<file path="src/rtl/fc_pkg.sv">
// Fibre Channel shared definitions: ordered-set constants, port states and
// primitive classification used by the port state machine.
package fc;

    localparam logic [3:0]  OS_K  = 4'b1000;
    localparam logic [31:0] NOS   = 32'hBC55BF45;
    localparam logic [31:0] OLS   = 32'hBC358A55;
    localparam logic [31:0] LR    = 32'hBC49BF49;
    localparam logic [31:0] LRR   = 32'hBC35BF49;
    localparam logic [31:0] IDLE  = 32'hBC95B5B5;
    localparam logic [31:0] R_RDY = 32'hBC954A4A;

    typedef enum logic [2:0] {
        LF2 = 3'd0, LF1, OL1, OL2, LR2, LR3, AC
    } port_state_t;

    typedef enum logic [2:0] {
        PRIM_NONE = 3'd0, PRIM_NOS, PRIM_OLS, PRIM_LR, PRIM_LRR, PRIM_IDLE, PRIM_R_RDY
    } prim_t;

    localparam int PRIM_N = 7;

    function automatic prim_t map_primitive(input logic [35:0] w);
        if (w[35:32] != OS_K) return PRIM_NONE;
        case (w[31:0])
            NOS:     return PRIM_NOS;
            OLS:     return PRIM_OLS;
            LR:      return PRIM_LR;
            LRR:     return PRIM_LRR;
            IDLE:    return PRIM_IDLE;
            R_RDY:   return PRIM_R_RDY;
            default: return PRIM_NONE;
        endcase
    endfunction

    // Primitive sequence a port transmits while sitting in a given state.
    function automatic logic [31:0] state_prim(input port_state_t s);
        case (s)
            LF2:      return NOS;
            LF1, OL1: return OLS;
            OL2:      return LR;
            LR2:      return LRR;
            default:  return IDLE;
        endcase
    endfunction

endpackage

</file>
<file path="src/rtl/fc_prim_match.sv">
// Primitive sequence recognizer: counts consecutive identical ordered sets and
// flags a sequence once PRIM_MATCH of them arrive in a row.
module fc_prim_match import fc::*; #(
    parameter int PRIM_MATCH = 3
) (
    input  logic              clk,
    input  logic              reset,
    input  logic [35:0]       rx_data,
    input  logic              rx_valid,
    output logic [PRIM_N-1:0] seq_rcvd,
    output logic              idle_rcvd
);

    localparam int CW = $clog2(PRIM_MATCH + 1);

    prim_t         prim, last_prim;
    logic [CW-1:0] cnt, cnt_nxt;

    // Recognition is combinational on the current word so the FSM can act on
    // it at the very next edge.
    always_comb begin
        prim     = rx_valid ? map_primitive(rx_data) : PRIM_NONE;
        cnt_nxt  = '0;
        if (prim != PRIM_NONE)
            cnt_nxt = (prim != last_prim) ? CW'(1) :
                      (cnt == CW'(PRIM_MATCH)) ? cnt : cnt + 1'b1;
        seq_rcvd = '0;
        if (cnt_nxt == CW'(PRIM_MATCH))
            seq_rcvd[prim] = 1'b1;
        idle_rcvd = (prim == PRIM_IDLE) || (prim == PRIM_R_RDY);
    end

    always_ff @(posedge clk) begin
        if (reset) begin
            last_prim <= PRIM_NONE;
            cnt       <= '0;
        end else begin
            last_prim <= prim;
            cnt       <= cnt_nxt;
        end
    end

endmodule

</file>
<file path="src/rtl/fc_port_sm.sv">
// Fibre Channel port state machine and TX scheduler: link init/recovery FSM
// driving primitive sequences, or frames with IDLE fill once Active.
module fc_port_sm import fc::*; #(
    parameter int PRIM_MATCH     = 3,
    parameter int TIMEOUT_CYCLES = 21_250_000,
    parameter int LOS_CYCLES     = 21_250
) (
    input  logic        clk,
    input  logic        reset,
    input  logic [35:0] rx_data,
    input  logic        rx_valid,
    input  logic [35:0] frm_data,
    input  logic        frm_valid,
    input  logic        frm_sop,
    input  logic        frm_eop,
    output logic        frm_ready,
    output logic [35:0] tx_data,
    output logic        tx_valid,
    input  logic        tx_ready,
    output port_state_t state,
    output logic        link_up,
    output logic [15:0] link_fail_cnt,
    output logic [15:0] frm_drop_cnt
);

    localparam int TW = $clog2(TIMEOUT_CYCLES + 1);
    localparam int LW = $clog2(LOS_CYCLES + 1);

    logic [PRIM_N-1:0] seq;
    logic              idle_rcvd;
    port_state_t       nxt;
    logic [TW-1:0]     timer;
    logic [LW-1:0]     los_cnt;
    logic              mid_frame, draining;
    logic              timed, los, tmo, fwd, drop_evt, start_drain;

    fc_prim_match #(.PRIM_MATCH(PRIM_MATCH)) u_match (
        .clk      (clk),
        .reset    (reset),
        .rx_data  (rx_data),
        .rx_valid (rx_valid),
        .seq_rcvd (seq),
        .idle_rcvd(idle_rcvd)
    );

    assign frm_ready = (state == AC && tx_ready && (mid_frame || frm_sop)) || draining;
    assign fwd       = state == AC && tx_ready && !draining && frm_valid && (mid_frame || frm_sop);

    always_comb begin
        timed = state inside {OL1, OL2, LR2, LR3, LF1};
        los   = !rx_valid && los_cnt == LW'(LOS_CYCLES - 1) && state != LF2;
        tmo   = timed && timer == TW'(TIMEOUT_CYCLES - 1);
        nxt   = state;
        if (los || tmo) nxt = LF2;
        else case (state)
            LF2: if (seq[PRIM_NOS]) nxt = LF1; else if (seq[PRIM_OLS]) nxt = OL2;
            LF1: if (seq[PRIM_OLS]) nxt = OL2; else if (seq[PRIM_LR]) nxt = LR2;
            OL1: if (seq[PRIM_OLS]) nxt = OL2; else if (seq[PRIM_LR]) nxt = LR2;
                 else if (seq[PRIM_NOS]) nxt = LF1;
            OL2: if (seq[PRIM_LR]) nxt = LR2; else if (seq[PRIM_LRR]) nxt = LR3;
                 else if (seq[PRIM_NOS]) nxt = LF1;
            LR2: if (seq[PRIM_LRR]) nxt = LR3; else if (idle_rcvd) nxt = AC;
                 else if (seq[PRIM_NOS]) nxt = LF1;
            LR3: if (idle_rcvd) nxt = AC; else if (seq[PRIM_LR]) nxt = LR2;
                 else if (seq[PRIM_NOS]) nxt = LF1;
            AC:  if (seq[PRIM_LR]) nxt = LR2; else if (seq[PRIM_OLS]) nxt = OL2;
                 else if (seq[PRIM_NOS]) nxt = LF1;
            default: nxt = LF2;
        endcase

        // A frame cut short (link drop, source underrun, or a stray non-SOF
        // word at a boundary) is counted once and its remainder drained.
        drop_evt    = 1'b0;
        start_drain = 1'b0;
        if (state == AC && nxt != AC) begin
            if (mid_frame || fwd) begin
                drop_evt    = 1'b1;
                start_drain = !(fwd && frm_eop);
            end
        end else if (state == AC && tx_ready && !draining) begin
            if ((mid_frame && !frm_valid) || (!mid_frame && frm_valid && !frm_sop)) begin
                drop_evt    = 1'b1;
                start_drain = 1'b1;
            end
        end
    end

    always_ff @(posedge clk) begin
        if (reset) begin
            state         <= LF2;
            link_up       <= 1'b0;
            tx_valid      <= 1'b0;
            tx_data       <= {OS_K, NOS};
            link_fail_cnt <= '0;
            frm_drop_cnt  <= '0;
            timer         <= '0;
            los_cnt       <= '0;
            mid_frame     <= 1'b0;
            draining      <= 1'b0;
        end else begin
            state    <= nxt;
            link_up  <= nxt == AC;
            tx_valid <= 1'b1;
            timer    <= (nxt != state || !timed) ? '0 : timer + 1'b1;
            los_cnt  <= rx_valid ? '0 :
                        (los_cnt == LW'(LOS_CYCLES - 1)) ? los_cnt : los_cnt + 1'b1;
            if (nxt != state && (nxt == LF1 || nxt == LF2) && link_fail_cnt != 16'hFFFF)
                link_fail_cnt <= link_fail_cnt + 1'b1;
            if (drop_evt && frm_drop_cnt != 16'hFFFF)
                frm_drop_cnt <= frm_drop_cnt + 1'b1;
            if (start_drain)
                draining <= 1'b1;
            else if (draining && frm_valid && frm_eop)
                draining <= 1'b0;
            if (nxt != AC || drop_evt)
                mid_frame <= 1'b0;
            else if (fwd)
                mid_frame <= !frm_eop;
            // tx_data holds until the transceiver takes it
            if (tx_ready || !tx_valid) begin
                if (nxt != AC)  tx_data <= {OS_K, state_prim(nxt)};
                else if (fwd)   tx_data <= frm_data;
                else            tx_data <= {OS_K, IDLE};
            end
        end
    end

endmodule

</file>
<file path="config.mk">
export PLATFORM = sky130hd
export DESIGN_NAME = fc_port_sm
export DESIGN_NICKNAME = d
export VERILOG_FILES = /design/src/rtl/fc_pkg.sv /design/src/rtl/fc_prim_match.sv /design/src/rtl/fc_port_sm.sv
export SDC_FILE = /design/constraint.sdc
export NUM_CORES = 1
export LEC_CHECK = 0
export BUFFER_PORTS_ARGS = -buffer_cell sky130_fd_sc_hd__buf_2
export CAP_MARGIN = 20
export CORE_MARGIN = 8
export CORE_UTILIZATION = 45
export CTS_CLUSTER_SIZE = 8
export DETAILED_ROUTE_END_ITERATION = 7
export MAX_ROUTING_LAYER = met4
export PLACE_DENSITY = 0.68
export REMOVE_ABC_BUFFERS = 1
export SYNTH_ARGS = -nofsm -noshare
export SYNTH_HDL_FRONTEND = slang
export SYNTH_SLANG_ARGS = --single-unit
</file>
<file path="constraint.sdc">
create_clock -name clk -period 7.1 [get_ports clk]
set_input_delay 1.065 -clock clk [delete_from_list [all_inputs] [get_ports clk]]
set_output_delay 1.065 -clock clk [all_outputs]
set_load 0.01 [all_outputs]
</file>
* Word level (Yosys, flattened, before mapping) *
Cells that the tools add are included.

cells by class
  mux-type cells = 39
  eq/ne operators = 29
  add/sub/neg operators = 5
  order comparisons = 2
  reduce and logical (&&, ||, !) cells = 48

operators by type and width
  operator                                                                count
  32-bit equality test (second input constant)                            6
  24-bit case mux with 4 select lines                                     1
  36-bit 2-to-1 mux                                                       2
  3-bit 2-to-1 mux                                                        18
  16-bit by 1-bit adder with 16-bit output (second input constant)        2
  16-bit != test (second input constant)                                  2
  25-bit by 1-bit adder with 25-bit output (second input constant)        1
  25-bit equality test (second input constant)                            1
  3-bit equality test (second input constant)                             7
  3-bit case mux with 7 select lines                                      1
  1-bit logical AND                                                       19
  3-bit case mux with 6 select lines                                      1
  15-bit by 1-bit adder with 15-bit output (second input constant)        1
  15-bit equality test (second input constant)                            1
  3-bit by 2-bit equality test with 1-bit output (second input constant)  4
  1-bit 2-to-1 mux                                                        11
  1-bit logical OR                                                        10
  1-bit zero test                                                         9
  2-bit OR reduction                                                      4
  3-bit by 1-bit equality test with 1-bit output (second input constant)  2
  3-bit zero test                                                         2
  2-bit 2-to-1 mux                                                        3
  3-bit != test                                                           2
  3-bit nonzero test                                                      2
  10 further kinds                                                        11

word-level totals
  logic and storage cells = 135
  output and inout port bits = 74
  register bits = 120

* Longest topological paths before layout *
Gate-level depths: netlist of run 1.

  depth after elaboration = 19
  depth in mapped cells = 16
  depth with buffers taken out = 13

* Hierarchy *
Synthesis of run 1 repeated with hierarchy kept, for this count alone.

second synthesis, totals
  cells, all modules = 746
  area total of the unflattened synthesis = 6,247.2 µm²

modules (own cells, without submodules)
  module         area each (µm²)  seq. area each (µm²)  cells each  times used
  fc_port_sm     5,492.8          2,302.2               651         1
  fc_prim_match  754.5            100.1                 95          1

* Least setup slack after synthesis of run 1 *
OpenSTA, ideal clock, no wires.

  path type = input port to flip-flop
  from = input rx_data[8]
  to = register frm_drop_cnt[0]
  library setup time = 123 ps
  data required time = 6,977 ps
  arrival = 4,229 ps
  cell stages on the path = 14
  slack = 2,748 ps
  cell sequence = or4_1 > or3_4 > nor4_4 > o31ai_2 > xor2_1 > o211ai_1 > o21ai_0 > a311oi_2 > o21ai_1 > buf_6 > nor2_2 > buf_4 > o22ai_1 > mux2_1

between the ends
  longest elaborated chain between the ends = 18
  elaborated cells on any way between the ends = 43
  classes of those cells = order compare: 2; eq/ne: 11; mux: 25; reduce/logical: 5

ends and longest elaborated chain
  what                                                                                         line                                      RTL
  start: declaration                                                                           fc_port_sm.sv:10                          input logic [35:0] rx_data,
  32-bit equality test                                                                         fc_pkg.sv:25                              case (w[31:0])
  3-bit case mux with 6 select lines *                                                         fc_pkg.sv:25
  3-bit 2-to-1 mux *                                                                           fc_pkg.sv:25
  3-bit 2-to-1 mux *                                                                           fc_prim_match.sv:22                       prim = rx_valid ? map_primitive(rx_data) : PRIM_NONE;
  3-bit by 4-bit < comparator with 1-bit output (implied by the code) (tied with other cells)  fc_prim_match.sv:29                       seq_rcvd[prim] = 1'b1;
  1-bit logical AND (implied by the code) or 2-bit 2-to-1 mux (tied branches)                  fc_prim_match.sv:29, fc_prim_match.sv:25
  1-bit 2-to-1 mux (implied by the code) or 2-bit 2-to-1 mux (tied branches)                   fc_prim_match.sv:29, fc_prim_match.sv:24
  1-bit demux with 3-bit select or 2-bit equality test (tied branches)                         --
  5-bit 2-to-1 mux                                                                             fc_prim_match.sv:28                       if (cnt_nxt == CW'(PRIM_MATCH))
  3-bit 2-to-1 mux                                                                             --
  3-bit 2-to-1 mux, on equally long branches (2 in a row)                                      --
  3-bit case mux with 7 select lines *                                                         fc_port_sm.sv:55                          else case (state)
  3-bit 2-to-1 mux *                                                                           fc_port_sm.sv:54                          if (los || tmo) nxt = LF2;
  3-bit != test *                                                                              fc_port_sm.sv:75                          if (state == AC && nxt != AC) begin
  1-bit logical AND *                                                                          fc_port_sm.sv:75
  1-bit 2-to-1 mux *                                                                           fc_port_sm.sv:75
  1-bit logical AND *                                                                          fc_port_sm.sv:109                         if (drop_evt && frm_drop_cnt != 16'hFFFF)
  end signal: assignment                                                                       fc_port_sm.sv:110                         frm_drop_cnt <= frm_drop_cnt + 1'b1;
  end: declaration                                                                             fc_port_sm.sv:23                          output logic [15:0] frm_drop_cnt

Every way passes the cells marked *; elsewhere a longest branch is shown, timed or not.
A chain may end at the register's enable or synchronous reset.

* Final worst setup path of run 1 *
  from = input rx_data[5]
  to = register link_fail_cnt[9]

between the ends
  longest elaborated chain between the ends = 18
  elaborated cells on any way between the ends = 45
  classes of those cells = order compare: 2; eq/ne: 12; mux: 24; reduce/logical: 7

ends and longest elaborated chain
  what                                                                                         line                                      RTL
  32-bit equality test                                                                         fc_pkg.sv:25
  3-bit case mux with 6 select lines *                                                         fc_pkg.sv:25
  3-bit 2-to-1 mux *                                                                           fc_pkg.sv:25
  3-bit 2-to-1 mux *                                                                           fc_prim_match.sv:22
  3-bit by 4-bit < comparator with 1-bit output (implied by the code) (tied with other cells)  fc_prim_match.sv:29
  1-bit logical AND (implied by the code) or 2-bit 2-to-1 mux (tied branches)                  fc_prim_match.sv:29, fc_prim_match.sv:25
  1-bit 2-to-1 mux (implied by the code) or 2-bit 2-to-1 mux (tied branches)                   fc_prim_match.sv:29, fc_prim_match.sv:24
  1-bit demux with 3-bit select or 2-bit equality test (tied branches)                         --
  5-bit 2-to-1 mux                                                                             fc_prim_match.sv:28
  3-bit 2-to-1 mux                                                                             --
  3-bit 2-to-1 mux, on equally long branches (2 in a row)                                      --
  3-bit case mux with 7 select lines *                                                         fc_port_sm.sv:55
  3-bit 2-to-1 mux *                                                                           fc_port_sm.sv:54
  3-bit by 1-bit equality test with 1-bit output or 3-bit zero test (tied branches)            fc_port_sm.sv:107                         if (nxt != state && (nxt == LF1 || nxt == LF2) && link_fail_cnt != 16'hFFFF)
  1-bit logical OR                                                                             fc_port_sm.sv:107
  1-bit logical AND * (2 in a row)                                                             fc_port_sm.sv:107
  end signal: assignment                                                                       fc_port_sm.sv:108                         link_fail_cnt <= link_fail_cnt + 1'b1;
  end: declaration                                                                             fc_port_sm.sv:22                          output logic [15:0] link_fail_cnt,

Marked as above.

==> impl_metrics.yaml, run 1 <==
placed_design:
  gp_congestion: 0.884
  port_buffers: 152
  hpwl_mm: 13.0
  pre_cts_slack_ps: 1770
layout:
  n_fill_cell: 1380
  fin_nets: 1031
  final_util_pct: 55.4
  antenna_cells: 0
  final_layout_size_suffix_gt1_share_pct: 24.4
  area_delta_synth_final_pct: 21.2
logic_synthesis:
  synth_warnings: 0
  synth_seq_cells: 120
  synth-edff-count: 0
  synth-simple-area-share_pct: 32.9
  syn_inst: 810
  netlist_top_cells_area: "dfxtp_1, nor2_1, nand2_1"
  synth_flop_cell: "dfxtp_1"
  synthMostInstantiatedCell: "nor2_1"
  synth-xor-area-share_pct: 4.79
  seq_area_frac_synth_pct: 36.5
  synth_top_area_share_pct: 36.5
  synthMuxAreaShare_pct: 3.67
  syn_avg_cell_area_sq_um: 8.13
  synth_common_cells: "nor2_1, dfxtp_1, nand2_1"
  synth-adder-area-share_pct: 0.949
  synth_area_sq_mm: 0.00659
  async_flop_share_pct: 0
  synth_top_family_by_area: "simple AND/OR/NAND/NOR gates"
  synth_compound_area_share_pct: 17.5
  synthDistinctLibCells: 81
  yosysTopAreaCell: "dfxtp_1"
die:
  ios: 153
  die_h_um: 137
  fp.dieW_um: 137
  dieArea_sq_mm: 0.0188
  fp.coreArea_sq_mm: 0.0144
  rows: 44
  start_util_pct: 45.7
sta:
  finalHoldViolCount: 0
  tightest_slew_ps: 1000
  timing.final.ws_setup_ps: 2100
  fin_crit_ps: 5000
  rsz0062_at_grt: "false"
  setup_violations: 0
  max-slew-margin-rel_pct: 33.1
  period_share_pct: 70.4
  holdWs_ps: 441
  drv_slew: 0
  skew_ps: 8.32
  fmax_mhz: 200
  setup_tns_ps: 0
routing:
  vias: 6448
  drc: 0
  first_pass_iters: 4
  ant_nets: 0
  dr.first_iter.drc_count: 322
  wl_per_cell_um: 15.6
  wl_mm: 17.8
  viasPerCell: 5.64
global_routing:
  track_usage_pct: 19.0
  grt_pass1_wl_mm: 28.4
  grt-ovfl-total: 0
  grt_pass1_vias: 5932
  grt_max_degree: 40
  antenna_found_initial: 0
clocking:
  clk_latency_ps: 420
  clkSlewWorstSetupHoldPaths_ps: 60
  post_cts_resized: 0
  cts_buffers: 17
  htree_levels: 4
  cts_tree: "yes"
  cts.sinks: 120
  postCtsSetupBuffers: 0
  clock_tree.root_cell: "clkbuf_16"
  cts_buffer_depth: 2
  holdBufCountCts: 0
setup_path:
  cp.arrival_ps: 5340
  required_ps: 7440
  end_kind: "flip-flop"
  criticalPathCategory: "input pin to flip-flop"
  crit_path_cell_trace: "buf_2 > or3b_1 > or3_4 > nor4_4 > o31ai_2 > xor2_1 > o211ai_1 > o21ai_0 > a311oi_2 > o21ai_1 > buf_4 > nand2_1 > or4_1 > a21oi_1"
  r2r_start: "timer[0]"
  cp_slowest_cell: "or4_1"
  cp_top_family: "simple AND/OR/NAND/NOR gates"
  slowest_delay_ps: 620
  cp.depth: 14
  rr_worst_depth: 13
  path_buf_inv: 2
  timing.rr.end: "link_fail_cnt[9]"
  crit_path_max_fanout: 21
  critPathLaunchType: "input pin"
  r2r_setup_slack_ps: 3050
worst_hold_path:
  min_from: "tx_data[7]"
  holdPathStages: 2
  whs_endpoint: "tx_data[7]"
  hold_path.class: "flip-flop to flip-flop"
power_and_ir_drop:
  intPower_mw: 1.19
  clkPwrFrac_pct: 52.8
  leakagePower_nw: 3.03
  p_comb_share_pct: 3.9
  ir_worst_vdd_mv: 0.155
  swShare_pct: 23.9
  power_frac_seq_pct: 43.3
  power.switching_mw: 0.373
  power_density_mw_per_mm2: 196
flow_run:
  cap_violations: 0
status:
  status: "completed"
[layout make-up]
| type | count | area (sq um) | area share, % |
|---|---|---|---|
| Clock buffer | 17 | 425 | 5.33 |
| Clock inverter | 15 | 144 | 1.80 |
| Inverter | 15 | 56.3 | 0.705 |
| Multi-Input combinational cell | 637 | 3940 | 49.3 |
| Sequential cell | 120 | 2400 | 30.1 |
| Tap cell | 184 | 230 | 2.88 |
| Timing Repair Buffer | 156 | 791 | 9.90 |
[logic make-up (layout without fill, tap and decap cells)]
group                    Yosys count  after routing
AO/OA/AOI/OAI                    161            161
XOR/XNOR                          36             36
adder cells (fa/ha/maj)            5              5
buffers and inverters             53            203
flip-flops                       120            120
multiplexers                      22             22
AND/OR/NAND/NOR                  413            413
[flip-flops by register name, summed over array words and instances (netlist names), 2 cells and up]
register and cells:
frm_drop_cnt 16, link_fail_cnt 16, los_cnt 15, state 3, timer 25, tx_data 36
u_match.cnt 2, u_match.last_prim 3
[worst max path at each step]
stage | to | slack, ps | startpoint
2_1_floorplan | link_fail_cnt[10] | 2120 | rx_data[8]
3_3_place_gp | link_fail_cnt[9] | 1870 | rx_data[5]
3_5_place_dp | link_fail_cnt[14] | 1770 | rx_data[5]
4_1_cts | link_fail_cnt[9] | 2160 | rx_data[5]
5_1_grt | link_fail_cnt[9] | 1800 | rx_data[5]
6_report | link_fail_cnt[9] | 2100 | rx_data[5]
[worst reg2reg max path, delay by kind of cell, from the launching register on]
| family | cells | cell delay, ps |
|---|---|---|
| buf+inv | 2 | 480 |
| flops | 1 | 350 |
| simple gates | 6 | 1660 |
| fa+ha+maj | 1 | 190 |
| compound gates | 4 | 1300 |
[power groups by stage]
stage / sequential (mW) / combinational, mW / clock, mW
2_1_floorplan: 0.692 / 0.0198 / 0
3_3_place_gp: 0.691 / 0.0592 / 0
3_5_place_dp: 0.691 / 0.0600 / 0
4_1_cts: 0.677 / 0.0604 / 0.838
5_1_grt: 0.676 / 0.0670 / 0.870
6_report: 0.677 / 0.0603 / 0.825
[through the flow]
step	cells	total power, mW	area, sq um
2_1_floorplan	772	0.712	6390
3_3_place_gp	1112	0.750	7420
3_5_place_dp	1112	0.751	7420
4_1_cts	1144	1.57	7990
5_1_grt	1144	1.61	7990
6_report	1144	1.56	7990
[per-layer routing]
layer  track usage (%)  share of wire [%]  up-vias
li1                  -                  -     3243
met3              5.95                8.5       17
met1              24.0                 46     2976
met4              6.28               0.98        0
met2              28.2                 44      212
met5                 -                  0        -
[placed cells by master (no fill, tap or decap), drive strengths merged, types with 6 or more instances in the layout]
| cell type | netlist | final |
|---|---|---|
| buf | 16 | 156 |
| nor2 | 129 | 129 |
| dfxtp | 120 | 120 |
| nand2 | 76 | 76 |
| a21oi | 41 | 41 |
| nand3 | 36 | 36 |
| nand4 | 28 | 28 |
| o21ai | 27 | 27 |
| inv | 15 | 20 |
| and3 | 19 | 19 |
| nor2b | 18 | 18 |
| xnor2 | 18 | 18 |
| o22ai | 18 | 18 |
| xor2 | 18 | 18 |
| clkbuf | 22 | 17 |
| or3 | 17 | 17 |
| mux2 | 17 | 17 |
| nor4 | 15 | 15 |
| or4 | 12 | 12 |
| o31ai | 12 | 12 |
| a22oi | 10 | 10 |
| or2 | 10 | 10 |
| and2 | 9 | 9 |
| nor3 | 8 | 8 |
| nand2b | 7 | 7 |
| and4 | 6 | 6 |
| o211ai | 6 | 6 |
| o2111ai | 6 | 6 |
| clkinv | 0 | 6 |
(Power assumes the default switching activity.)
==> run 2, diff against run 1 <==
Settings changed: ABC_AREA from default to 1, PLACE_DENSITY 0.68 to 0.69.
Clock period 7.1 ns to 4.3 ns, I/O delays scaled along.
==> impl_metrics.yaml, run 2 <==
status:
  status: "completed"
logic_synthesis:
  synth-xor-area-share_pct: 5.60
  synth_area_sq_mm: 0.00735
  synthMostInstantiatedCell: "nand2_1"
  synth_compound_area_share_pct: 9.19
  synth_common_cells: "nand2_1, inv_1, dfxtp_1"
  syn_avg_cell_area_sq_um: 6.87
  syn_inst: 1071
  synth_flop_cell: "dfxtp_1"
  async_flop_share_pct: 0
  synth-adder-area-share_pct: 0.851
  seq_area_frac_synth_pct: 32.7
  synth_seq_cells: 120
  synth_top_area_share_pct: 32.7
  synth-edff-count: 0
  synthDistinctLibCells: 44
  synth_top_family_by_area: "simple AND/OR/NAND/NOR gates"
  synth_warnings: 0
  synth-simple-area-share_pct: 42.4
  yosysTopAreaCell: "dfxtp_1"
  netlist_top_cells_area: "dfxtp_1, nand2_1, nand3_1"
  synthMuxAreaShare_pct: 0
clocking:
  clock_tree.root_cell: "clkbuf_16"
  post_cts_resized: 0
  cts_buffer_depth: 2
  htree_levels: 4
  cts_tree: "yes"
  clkSlewWorstSetupHoldPaths_ps: 50
  cts_buffers: 17
  clk_latency_ps: 420
  holdBufCountCts: 0
  cts.sinks: 120
  postCtsSetupBuffers: 0
routing:
  wl_per_cell_um: 13.1
  viasPerCell: 4.96
  dr.first_iter.drc_count: 384
  top_layer_used: "met4"
  ant_nets: 0
  wl_met2_mm: 9.32
  first_pass_iters: 5
  wl_mm: 19.0
  drc: 0
  dr_wl_met3_mm: 1.04
  vias: 7202
  wl_met1_mm: 8.32
global_routing:
  grt_max_degree: 39
  antenna_found_initial: 1
  grt-ovfl-total: 0
  grt_pass1_wl_mm: 30.7
  grt_pass1_vias: 6719
  track_usage_pct: 18.7
die:
  dieArea_sq_mm: 0.0207
  start_util_pct: 46.1
  fp.dieW_um: 144
  die_h_um: 144
  ios: 153
  fp.coreArea_sq_mm: 0.0159
  rows: 46
setup_path:
  end_kind: "flip-flop"
  crit_path_max_fanout: 18
  r2r_setup_slack_ps: 1140
  cp.arrival_ps: 3800
  critPathLaunchType: "input pin"
  required_ps: 4610
  criticalPathCategory: "input pin to flip-flop"
sta:
  finalHoldViolCount: 0
  max-slew-margin-rel_pct: 32.5
  setup_tns_ps: 0
  skew_ps: 10.7
  rsz0062_at_grt: "false"
  setup_violations: 0
  drv_slew: 0
  tightest_slew_ps: 1010
  holdWs_ps: 455
  fin_crit_ps: 3500
  fmax_mhz: 286
  timing.final.ws_setup_ps: 803
  period_share_pct: 81.3
placed_design:
  hpwl_mm: 14.3
  placed_cell_area_sq_mm: 0.00828
  pre_cts_slack_ps: 363
  port_buffers: 152
  gp_congestion: 0.899
layout:
  n_fill_cell: 1541
  multi_input_area_sq_mm: 0.00427
  layout_common_cells: "nand2_1, buf_2, inv_1"
  largest_reg_flops: 36
  seq_area_sq_mm: 0.00240
  mostFrequentLayoutCell: "nand2_1"
  fin_nets: 1306
  area_delta_synth_final_pct: 20.5
  top_register: "tx_data"
  final_layout_size_suffix_gt1_share_pct: 24.2
  final_cell_area_sq_mm: 0.00886
  reg.largest.list: "tx_data x36, timer x25"
power_and_ir_drop:
  leakagePower_nw: 3.80
  ir_worst_vdd_mv: 0.287
  power_density_mw_per_mm2: 301
  power_mw: 2.67
flow_run:
  cap_violations: 0
worst_hold_path:
  hold_path.class: "flip-flop to flip-flop"
## run 2: cell types whose count changed in the layout (fill, tap and decap cells not counted), moves of 24 or more
cell / change
nor2_4: +31
nand3_1: +64
nor2_1: -24
inv_1: +108
o21ai_0: +28
nand2_1: +187
## run 2: per-layer routing
layer | vias to the layer above | GRT usage, %
met5 | - | -
met4 | 0 | 5.92
met3 | 26 | 4.01
met2 | 139 | 31.3
met1 | 3294 | 21.9
li1 | 3743 | -
## run 2: worst max-delay path, stage by stage
cell and delay, ps:
buf_2 90, inv_1 40, nand2_1 50, nor2_2 80, nand2_2 120, nor2_2 240
nand3b_1 130, nand3_1 130, nand2_1 130, nand2_1 90, nand2_1 110, nand2_4 130
nor2_8 50, nand3_4 90, nand3_1 110, a21oi_1 260, nor2_4 70, nand2_4 120
nand2_4 80, nand2_1 60, nand2_1 80, nand2_4 260, nor2_4 60, nand2_4 260
buf_12 240, nor2_4 40
## run 2: power by group
part	switching (mW)	internal (mW)
sequential	0.00554	1.12
clock	0.494	0.905
combinational	0.0894	0.0541
total	0.589	2.08
## run 2: cell type report
cell class | count | share of cell area [%]
multi-input combinational | 789 | 48.2
sequential | 120 | 27.1
timing repair buffer | 160 | 9.40
inverter | 134 | 5.67
clock buffer | 23 | 5.51
tap | 216 | 3.05
clock inverter | 8 | 1.07
antenna | 1 | 0.0282
## run 2: cells by family after synthesis
logic type,count (synthesis)
compound gates,120
xor+xnor,47
fa+ha+maj,5
buf+inv,162
flops,120
simple gates,617
## run 2: worst paths after layout
check / startpoint / end / depth (start not counted)
min reg2reg: timer[0] / timer[0] / 1
min: timer[0] / timer[0] / 1
max reg2reg: los_cnt[0] / timer[7] / 17
max: rx_data[24] / timer[7] / 26
## run 2: per-stage QoR
stage / std cells / utilization [%]
floorplan: 1043 / -
global placement: 1419 / 51.9
detailed placement: 1419 / 51.9
CTS: 1450 / 55.6
global route: 1451 / 55.6
finish: 1451 / 55.6
==> run 3, diff against run 2 <==
Settings changed: ABC_AREA 1 to 0, PLACE_DENSITY 0.69 to 0.68.
Clock period 4.3 ns to 3.4 ns, I/O delays scaled along.
==> impl_metrics.yaml, run 3 (synthesis gave the netlist of run 1 again) <==
layout:
  mostFrequentLayoutCell: "buf_2"
  antenna_cells: 0
  final_layout_size_suffix_gt1_share_pct: 44.1
  final_cell_area_sq_mm: 0.0101
  layout_common_cells: "buf_2, dfxtp_1, nor2_1"
  largest_reg_flops: 36
  final_util_pct: 69.8
  n_fill_cell: 1111
  top_register: "tx_data"
  reg.largest.list: "tx_data x36, timer x25"
  area_delta_synth_final_pct: 52.9
  fin_nets: 1159
worst_hold_path:
  holdPathStages: 3
  min_from: "frm_data[20]"
  hold_path.class: "input pin to flip-flop"
power_and_ir_drop:
  leakagePower_nw: 3.89
  ir_worst_vdd_mv: 0.311
  power_density_mw_per_mm2: 344
sta:
  fmax_mhz: 266
  finalHoldViolCount: 0
  fin_crit_ps: 3750
  max-slew-margin-rel_pct: 51.8
  skew_ps: 8.82
  setup_violations: 95
  timing.final.ws_setup_ps: -354
  period_share_pct: 110
  tightest_slew_ps: 724
  drv_slew: 0
  rsz0062_at_grt: "true"
setup_path:
  r2r_start: "timer[0]"
  crit_path_max_fanout: 24
  end_kind: "flip-flop"
  required_ps: 3760
  criticalPathCategory: "input pin to flip-flop"
  crit_start: "rx_data[8]"
  critPathLaunchType: "input pin"
  rr_worst_depth: 14
  cp.arrival_ps: 4110
routing:
  wl_mm: 21.7
  drc: 0
  viasPerCell: 5.70
  wl_per_cell_um: 17.1
  ant_nets: 0
  first_pass_iters: 7
  vias: 7255
  dr.first_iter.drc_count: 358
status:
  status: "finished, violations left"
  violations: "setup timing"
global_routing:
  grt_pass1_vias: 6763
  grt-ovfl-total: 0
  track_usage_pct: 21.4
  grt_pass1_wl_mm: 31.9
  grt_max_degree: 35
  antenna_found_initial: 0
clocking:
  clkSlewWorstSetupHoldPaths_ps: 60
  htree_levels: 4
  holdBufCountCts: 0
  cts_buffer_depth: 2
  clk_latency_ps: 420
  cts.sinks: 120
  clock_tree.root_cell: "clkbuf_16"
  cts_tree: "yes"
  cts_buffers: 17
die:
  die_h_um: 137
  ios: 153
  fp.dieW_um: 137
  dieArea_sq_mm: 0.0188
  start_util_pct: 45.7
  rows: 44
  fp.coreArea_sq_mm: 0.0144
placed_design:
  placed_cell_area_sq_mm: 0.00822
  port_buffers: 152
  gp_congestion: 0.930
  hpwl_mm: 14.0
flow_run:
  cap_violations: 0
run 3: changes by cell type in the layout (fill, tap and decap cells not counted), moves of 16 or more:
cell     change
o21ai_0     -33
nand2_1    -193
nand3_1     -64
inv_1      -109
nor3_1      -19
nor2b_1     +18
and3_1      +19
a21oi_1     -31
xor2_1      -17
buf_4       +94
nand3_2     -16
buf_6       +21
run 3: critical path: stages:
cell and delay [ps]:
buf_6 90, or4_4 520, or3_4 400, nor4_4 270, buf_4 170, o31ai_4 70, xor2_2 240, o211ai_1 160
and2_4 220, buf_4 130, o211a_1 250, o2111ai_2 100, o21ai_2 100, buf_12 160, or4_1 540, a21oi_2 150
run 3: metal layers:
metal	vias up	track usage [%]	routed length [um]
met3	52	5.29	1320
met1	3446	25.9	9300
met5	-	-	0
met4	0	8.15	589
met2	269	33.6	10500
li1	3488	-	-
run 3: power breakdown:
part | switching, mW | total (mW) | internal, mW | leakage, nW
Sequential | 0.00286 | 1.41 | 1.41 | 0.968
Clock | 0.724 | 1.89 | 1.17 | 0.286
Combinational | 0.0885 | 0.159 | 0.0706 | 2.64
run 3: final timing paths:
path                            end  slack (ps)
hold / removal          tx_data[20]         300
setup reg to reg  link_fail_cnt[14]         -90
hold reg to reg         tx_data[18]         460
setup / recovery  link_fail_cnt[14]        -350
run 3: layout make-up:
| type | instances | area (sq um) | area share (%) |
|---|---|---|---|
| multi-input combinational | 637 | 4800 | 47.6 |
| timing repair buffer | 284 | 1970 | 19.6 |
| clock inverter | 15 | 191 | 1.90 |
| clock buffer | 17 | 425 | 4.22 |
| sequential | 120 | 2400 | 23.8 |
| inverter | 15 | 56.3 | 0.559 |
| tap | 184 | 230 | 2.29 |
run 3: what timing repair did:
| action | 4_1_cts | 5_1_grt |
|---|---|---|
| endpoints found under the setup margin | 95 | 96 |
| buffers inserted | 11 | 11 |
| pin swaps | 56 | 46 |
| gates resized for setup | 114 | 102 |
| gates cloned | 3 | 3 |
run 3: stage by stage:
step / hold WS, ps / setup TNS [ps] / setup WS, ps / cells / power, mW
finish: 296 / -19180 / -354 / 1272 / 3.47
global route: 292 / -29620 / -453 / 1272 / 3.57
CTS: 277 / -5270 / -177 / 1258 / 3.49
detailed placement: 437 / -59620 / -737 / 1214 / 1.59
global placement: 430 / -54870 / -707 / 1214 / 1.58
floorplan: 418 / -58570 / -1020 / 772 / 1.49
